File: src/rtl/cnu_sched.sv
// Check-node row scheduler: issues M rows per iteration through a LAT-deep cnu pipeline,
// drains between iterations, and stops on the iteration limit (or zero syndrome with CNU_EARLY_TERM_EN).
module cnu_sched #(
    parameter int M      = 16,
    parameter int LAT    = 2,
    parameter int ITER_W = 4,
    localparam int ROW_W = (M > 1) ? $clog2(M) : 1
) (
    input  logic              clk,
    input  logic              rst,
    input  logic              start,
    input  logic [ITER_W-1:0] n_iter,
    input  logic              stall,
    input  logic              par_in,
    output logic              rd_en,
    output logic [ROW_W-1:0]  rd_row,
    output logic              cnu_en,
    output logic              wr_en,
    output logic [ROW_W-1:0]  wr_row,
    output logic              busy,
    output logic              done,
    output logic              converged,
    output logic [ITER_W-1:0] iter_cnt
);

    typedef enum logic [2:0] {S_IDLE, S_RUN, S_DRAIN, S_CHECK, S_DONE} state_t;

    state_t            r_state;
    logic [ROW_W-1:0]  r_row;
    logic [ITER_W-1:0] r_nlim;
    logic [ITER_W-1:0] r_iter;
    logic              r_acc;
    logic              r_busy;
    logic              r_done;
    logic              r_conv;
    logic              r_dl_vld [LAT];
    logic [ROW_W-1:0]  r_dl_row [LAT];

    logic              w_issue;
    logic              w_wr;
    logic              w_inner_empty;
    logic [ITER_W-1:0] w_iter_nx;
    logic              w_term;

    assign w_issue   = (r_state == S_RUN) && !stall;
    assign w_wr      = r_dl_vld[LAT-1] && !stall;
    assign w_iter_nx = r_iter + ITER_W'(1);

`ifdef CNU_EARLY_TERM_EN
    assign w_term = (w_iter_nx == r_nlim) || !r_acc;
`else
    assign w_term = (w_iter_nx == r_nlim);
`endif

    // Only the tail may still hold data when DRAIN hands over; it retires on this same cycle.
    always_comb begin
        w_inner_empty = 1'b1;
        for (int i = 0; i < LAT - 1; i++) begin
            if (r_dl_vld[i]) w_inner_empty = 1'b0;
        end
    end

    // Issue-to-writeback delay line, frozen as a whole while stalled
    always_ff @(posedge clk or posedge rst) begin
        if (rst) begin
            for (int i = 0; i < LAT; i++) begin
                r_dl_vld[i] <= 1'b0;
                r_dl_row[i] <= '0;
            end
        end else if (!stall) begin
            r_dl_vld[0] <= w_issue;
            r_dl_row[0] <= r_row;
            for (int i = 1; i < LAT; i++) begin
                r_dl_vld[i] <= r_dl_vld[i-1];
                r_dl_row[i] <= r_dl_row[i-1];
            end
        end
    end

    // Control FSM
    always_ff @(posedge clk or posedge rst) begin
        if (rst) begin
            r_state <= S_IDLE;
            r_row   <= '0;
            r_nlim  <= '0;
            r_iter  <= '0;
            r_acc   <= 1'b0;
            r_busy  <= 1'b0;
            r_done  <= 1'b0;
            r_conv  <= 1'b0;
        end else begin
            r_done <= 1'b0;
            if (w_wr) r_acc <= r_acc | par_in;
            case (r_state)
                S_IDLE: begin
                    if (start) begin
                        r_nlim  <= (n_iter == '0) ? ITER_W'(1) : n_iter;
                        r_iter  <= '0;
                        r_conv  <= 1'b0;
                        r_row   <= '0;
                        r_acc   <= 1'b0;
                        r_busy  <= 1'b1;
                        r_state <= S_RUN;
                    end
                end
                S_RUN: begin
                    if (!stall) begin
                        if (r_row == ROW_W'(M - 1)) r_state <= S_DRAIN;
                        else                        r_row   <= r_row + ROW_W'(1);
                    end
                end
                S_DRAIN: begin
                    if (!stall && w_inner_empty) r_state <= S_CHECK;
                end
                S_CHECK: begin
                    r_iter <= w_iter_nx;
                    r_conv <= !r_acc;
                    if (w_term) begin
                        r_done  <= 1'b1;
                        r_state <= S_DONE;
                    end else begin
                        r_row   <= '0;
                        r_acc   <= 1'b0;
                        r_state <= S_RUN;
                    end
                end
                S_DONE: begin
                    r_busy  <= 1'b0;
                    r_state <= S_IDLE;
                end
                default: r_state <= S_IDLE;
            endcase
        end
    end

    assign rd_en     = w_issue;
    assign rd_row    = r_row;
    assign wr_en     = w_wr;
    assign wr_row    = r_dl_row[LAT-1];
    assign cnu_en    = r_busy && !stall;
    assign busy      = r_busy;
    assign done      = r_done;
    assign converged = r_conv;
    assign iter_cnt  = r_iter;

endmodule

File: config.mk
export PLATFORM = sky130hd
export DESIGN_NAME = cnu_sched
export DESIGN_NICKNAME = d
export VERILOG_FILES = /design/src/rtl/cnu_sched.sv
export SDC_FILE = /design/constraint.sdc
export NUM_CORES = 1
export LEC_CHECK = 0
export CAP_MARGIN = 0
export CORE_MARGIN = 2
export CORE_UTILIZATION = 57
export CTS_BUF_LIST = sky130_fd_sc_hd__clkbuf_4
export CTS_CLUSTER_DIAMETER = 50
export DETAILED_ROUTE_END_ITERATION = 10
export GPL_TIMING_DRIVEN = 0
export HOLD_SLACK_MARGIN = 0.05
export PLACE_DENSITY = 0.87
export SETUP_SLACK_MARGIN = 0.1
export SYNTH_ARGS = -nofsm -noshare
export SYNTH_HDL_FRONTEND = slang
export SYNTH_SLANG_ARGS = --single-unit
File: constraint.sdc
create_clock -name clk -period 3.3 [get_ports clk]
set_input_delay 0.66 -clock clk [delete_from_list [all_inputs] [get_ports clk]]
set_output_delay 0.66 -clock clk [all_outputs]
set_load 0.01 [all_outputs]
# == Yosys cells after proc, flatten, opt, wreduce, memory -nomap -nowiden ==
# Cells that the tools add are included.
# Widths: inputs -> output; s select.
# classes
add_sub_neg,2
eq_ne,12
n_bitwise,1
reduce_logical,16
muxes,24
# op_table
op,count
$mux 4,5
$mux 3,5
$pmux 3 s4,1
$pmux 4 s3,1
$ne 2x2->1 const B,5
$add 4x1->4 const B,2
$mux 1,8
$pmux 4 s2,1
$eq 3x2->1 const B,2
$pmux 1 s2,3
$reduce_and 2->1,3
$reduce_and 5->1,1
$eq 4x4->1,1
$eq 4x4->1 const B,1
$logic_and 1x1->1,4
$logic_not 4->1,1
$reduce_and 4->1,1
$reduce_bool 2->1,2
$eq 3x1->1 const B,1
$eq 3x3->1 const B,1
$logic_not 3->1,1
$reduce_bool 3->1,1
$logic_not 1->1,2
$ne 2x1->1 const B,1
$or 1x1->1,1
# totals
in_bits,9
out_inout_bits,18
wordCells,67
register_bits,29

# == Depth between registers and ports, before layout ==
# depth
ltp_word,5
ltp_mapped,5
mapped_depth_nobuf,5

# == Least setup slack after synthesis ==
# No wires, ideal clock.
# synth_path
kind,input -> output
start,input port stall
end,output port cnu_en
n_path_buf,2
setup_slack_ns,1.300
t_required_ns,2.640
arrival_time_ns,1.340
cell_stages,3
cell_sequence,clkbuf_1 clkbuf_1 nor2b_1
# synth_between
elab_chain_len,2
# synth_rtl
item,line,text
start: declaration,13,"input logic stall,"
$logic_not 1->1,140,assign cnu_en = r_busy && !stall;
$logic_and 1x1->1,140,
end: declaration,17,"output logic cnu_en,"
# No other way between the ends.

# == Worst setup path after layout ==
# layout_path
start,register r_state[0]
end,output port rd_en
# layout_between
elab_chain_len,2
# layout_rtl
item,line,text
start: declaration,28,state_t r_state;
start signal: assignment,83,r_state <= S_IDLE;
start signal: assignment,103,r_state <= S_RUN;
start signal: assignment,108,if (r_row == ROW_W'(M - 1)) r_state <= S_DRAIN;
$eq 3x1->1,45,assign w_issue = (r_state == S_RUN) && !stall;
$logic_and 1x1->1,45,
end: declaration,15,"output logic rd_en,"
# No other way between the ends.

==> results.md <==
- Pint: a little over 900 uW
- Number of port buffers: 25
- Number of synthesized flops with an enable pin: 0
- Status: finished, final reports clean
- YS warnings: 0
- Post-Synthesis Cells: ~130
- Layout Nets: 172
- H-tree levels: 2
- Worst skew pair latency: 0.32 ns
- Vias/cell: around 5.7
- Count leader, synth: dfrtp_1
- Hold Fails Final Rpt: 0
- Max-slew violations: 0
- Complex-gate fraction of the synthesized area: 11.0%
- Tcrit/Tclk final: 86.9%
- Synthesized area: about 1400 um^2
- CTS buffer count: 5
- Register Area: 726 um^2
- First-pass GRT wire length: 4840 um
- Power Density: 829 nW/um^2
- Leakage Power: 0.000736 uW
- Max frequency: 0.349 GHz
- Via count: 1,082
- Reg clk slew, reported paths: 0.08 ns
- Post-CTS resize count: 0
- Die area: 2860 um^2
- GRT Overall Usage: 24.8%
- Top cell type's share of synthesized area: a little over half
- Num ports: 27
- Setup_tns: 0 ns
- Measured slew at the worst slew-check pin: 1.06 ns
- DR WL/cell: between 15 and 20 um
- Flops & latches, synth: 29
- Largest family of logic cells by synthesized area: simple AND/OR/NAND/NOR gates
- CTS Hold Bufs: 0
- R2r setup slk: 1.38 ns
- Dominant synthesized flop cell: dfrtp_1
- Die Wd: roughly 53 um
- Post-Synth Simple-Gate Area: 17.6%
- Hold Path Depth: 2
- Seq pwr share: 41.7%
- Reg2Reg Depth: 5
- Post-synthesis xor/xnor area fraction: 3.77%
- Worst Setup Start Kind: register
- Post-synthesis net count: 140
- Synth area leader: dfrtp_1
- TritonRoute pass-1 iters: 4
- Initial antenna violation count: 0
- Commonest cells post-synth: dfrtp_1 (29), nor2_1 (12), mux2_2 (11), a21oi_1 (8), o21ai_0 (8)
- Finish-stage setup viols: 0
- Worst VDD drop: 0.482 mV
- Required time worst endpoint: around 2.6 ns
- Clock Path Buffers: 2
- WL final: about 2900 um
- Switching share of power: 35.8%
- Drt drc: 0
- Chip height: around 53 um
- Post-CTS Setup Inserts: 0
- Crit Path Class: reg2out
- Critical path data arrival time: 2.21 ns
- CTS tree: done
- WHS Endpoint: r_dl_row[7]$_DFFE_PP0N_
- Layout cells sized above 1: 16.1%
- Post-synthesis sequential area ratio: about 52%
- Layout Skew: between 0.006 and 0.007 ns
- Worst Min Path Start: r_dl_row[7]$_DFFE_PP0N_
- RR Startpoint: rd_row[0]$_DFFE_PP0P_
- Net Switching: 513 uW
- Largest net degree at the start of global routing: 30
- Fillers: 166
- Placeable Area: 2250 um^2
- MaxCap Viol Count: 0
- Detailed placement HPWL: 2020 um
- Starting Density: 61.8%
- CP max FO: 10
- Ys async rst share: 100%
- Routability cong.: between 0.9 and 1
- Gr ovfl total: 0
- Syn avg cell area: 10.8 um^2
- Fraction of synthesized area in multiplexers: 8.89%
- Adder-Cell Fraction of Synth Area: 1.80%
- Fin crit period: 2.87 ns
- Vias in the first global route: 1,136
- Hold WC Path Type: reg2reg
- ANT nets after route: 0
- Core Util, Final: 76.6%
- Area contributors post-synth: dfrtp_1 (52%), mux2_2 (8.9%), nor2_1 (3.2%), a21oi_1 (2.9%), o21ai_0 (2.9%)
- CTS root buf: clkbuf_4
- Area Growth Syn to Fin: 24.0%
- Setup crit end kind: output port
- First DRT Iteration DRCs: 9
- FP Rows: 17
- Clock Sinks: 29
- Reg2Reg Capture Point: rd_row[0]$_DFFE_PP0P_
- Slew margin rel.: 29.6%
- Multi-input gate area: 599 um^2
- Post-synthesis cell type count: 36
- Comb pwr share: 44.4%
- RSZ-0062 raised after global routing: false
- Antenna diodes: 0
- Clk pwr share: 13.8%
## metal layers
layer	vias to the layer above	global-route usage [%]	share of wire, %
met3	11	8.19	5.8
li1	521	-	-
met5	-	0	0
met2	41	42.8	49
met1	509	25.9	42
met4	0	14.1	2.8
## per-stage QoR
stage | hold WS, ns | total power, uW | std cells | cell area [um^2] | setup slack, ns
CTS | 0.492 | 1440 | 189 | 1730 | 0.459
global route | 0.528 | 1530 | 189 | 1730 | 0.322
floorplan | 0.443 | 983 | 129 | 1390 | 1.30
finish | 0.489 | 1430 | 189 | 1730 | 0.433
detailed placement | 0.473 | 1230 | 182 | 1680 | 0.675
global placement | 0.463 | 1190 | 182 | 1680 | 0.688
## cell usage in the layout, fill, tap and decap left out, drive strengths merged, types with 3 or more instances in the layout
cell / synthesis / final
dfrtp: 29 / 29
clkdlybuf4s50: 0 / 25
nor2: 12 / 12
mux2: 11 / 11
o21ai: 8 / 8
a21oi: 8 / 8
clkbuf: 2 / 8
buf: 7 / 7
nand2: 6 / 6
nand3: 5 / 5
nor3: 4 / 4
xnor2: 4 / 4
nor2b: 3 / 3
a31oi: 3 / 3
## critical path: stages (launching register included)
cell             delay, ns
dfrtp_1               0.38
buf_4                 0.17
or3b_4                0.43
nor2_1                0.29
clkdlybuf4s50_1       0.62
## final cells by class
| class | count | share of cell area (%) |
|---|---|---|
| clock buffers | 6 | 2.61 |
| clock inverters | 1 | 0.217 |
| inverters | 2 | 0.434 |
| multi-input cells | 89 | 34.7 |
| repair buffers | 25 | 14.5 |
| flip-flops and latches | 29 | 42.0 |
| plain buffers | 9 | 3.55 |
| well taps | 28 | 2.03 |
## worst max path at each step
stage,from,cells past startpoint,slack [ns],to
after floorplan,stall,3,1.30,cnu_en
after global placement,stall,4,0.69,cnu_en
after detailed placement,stall,4,0.67,cnu_en
after CTS,r_state[0]$_DFFE_PP0P_,4,0.46,rd_en
after global routing,r_state[0]$_DFFE_PP0P_,4,0.32,rd_en
final,r_state[0]$_DFFE_PP0P_,4,0.43,rd_en
## power by group through the flow
stage / registers (uW) / logic, uW / clock network [uW]
2_1_floorplan: 591 / 392 / 0
3_5_place_dp: 603 / 630 / 0
4_1_cts: 596 / 636 / 205
6_report: 598 / 636 / 198
5_1_grt: 615 / 701 / 217
3_3_place_gp: 595 / 599 / 0
## kinds of logic after synthesis
logic type / count (synthesis)
and+or+nand+nor: 44
xor gates and xnor gates: 6
muxes: 11
buffers and inverters: 11
AOI/OAI and AO/OA: 26
adders and majority gates: 2
DFF: 29
## registers in the layout, indices dropped and copies added, names as in the netlist
signal and cells:
r_acc 1, r_nlim 4, r_dl_vld 2, r_dl_row 4, done 1, busy 1, r_state 3, rd_row 4
iter_cnt 4, wr_row 4, converged 1
(Power assumes the default switching activity.)
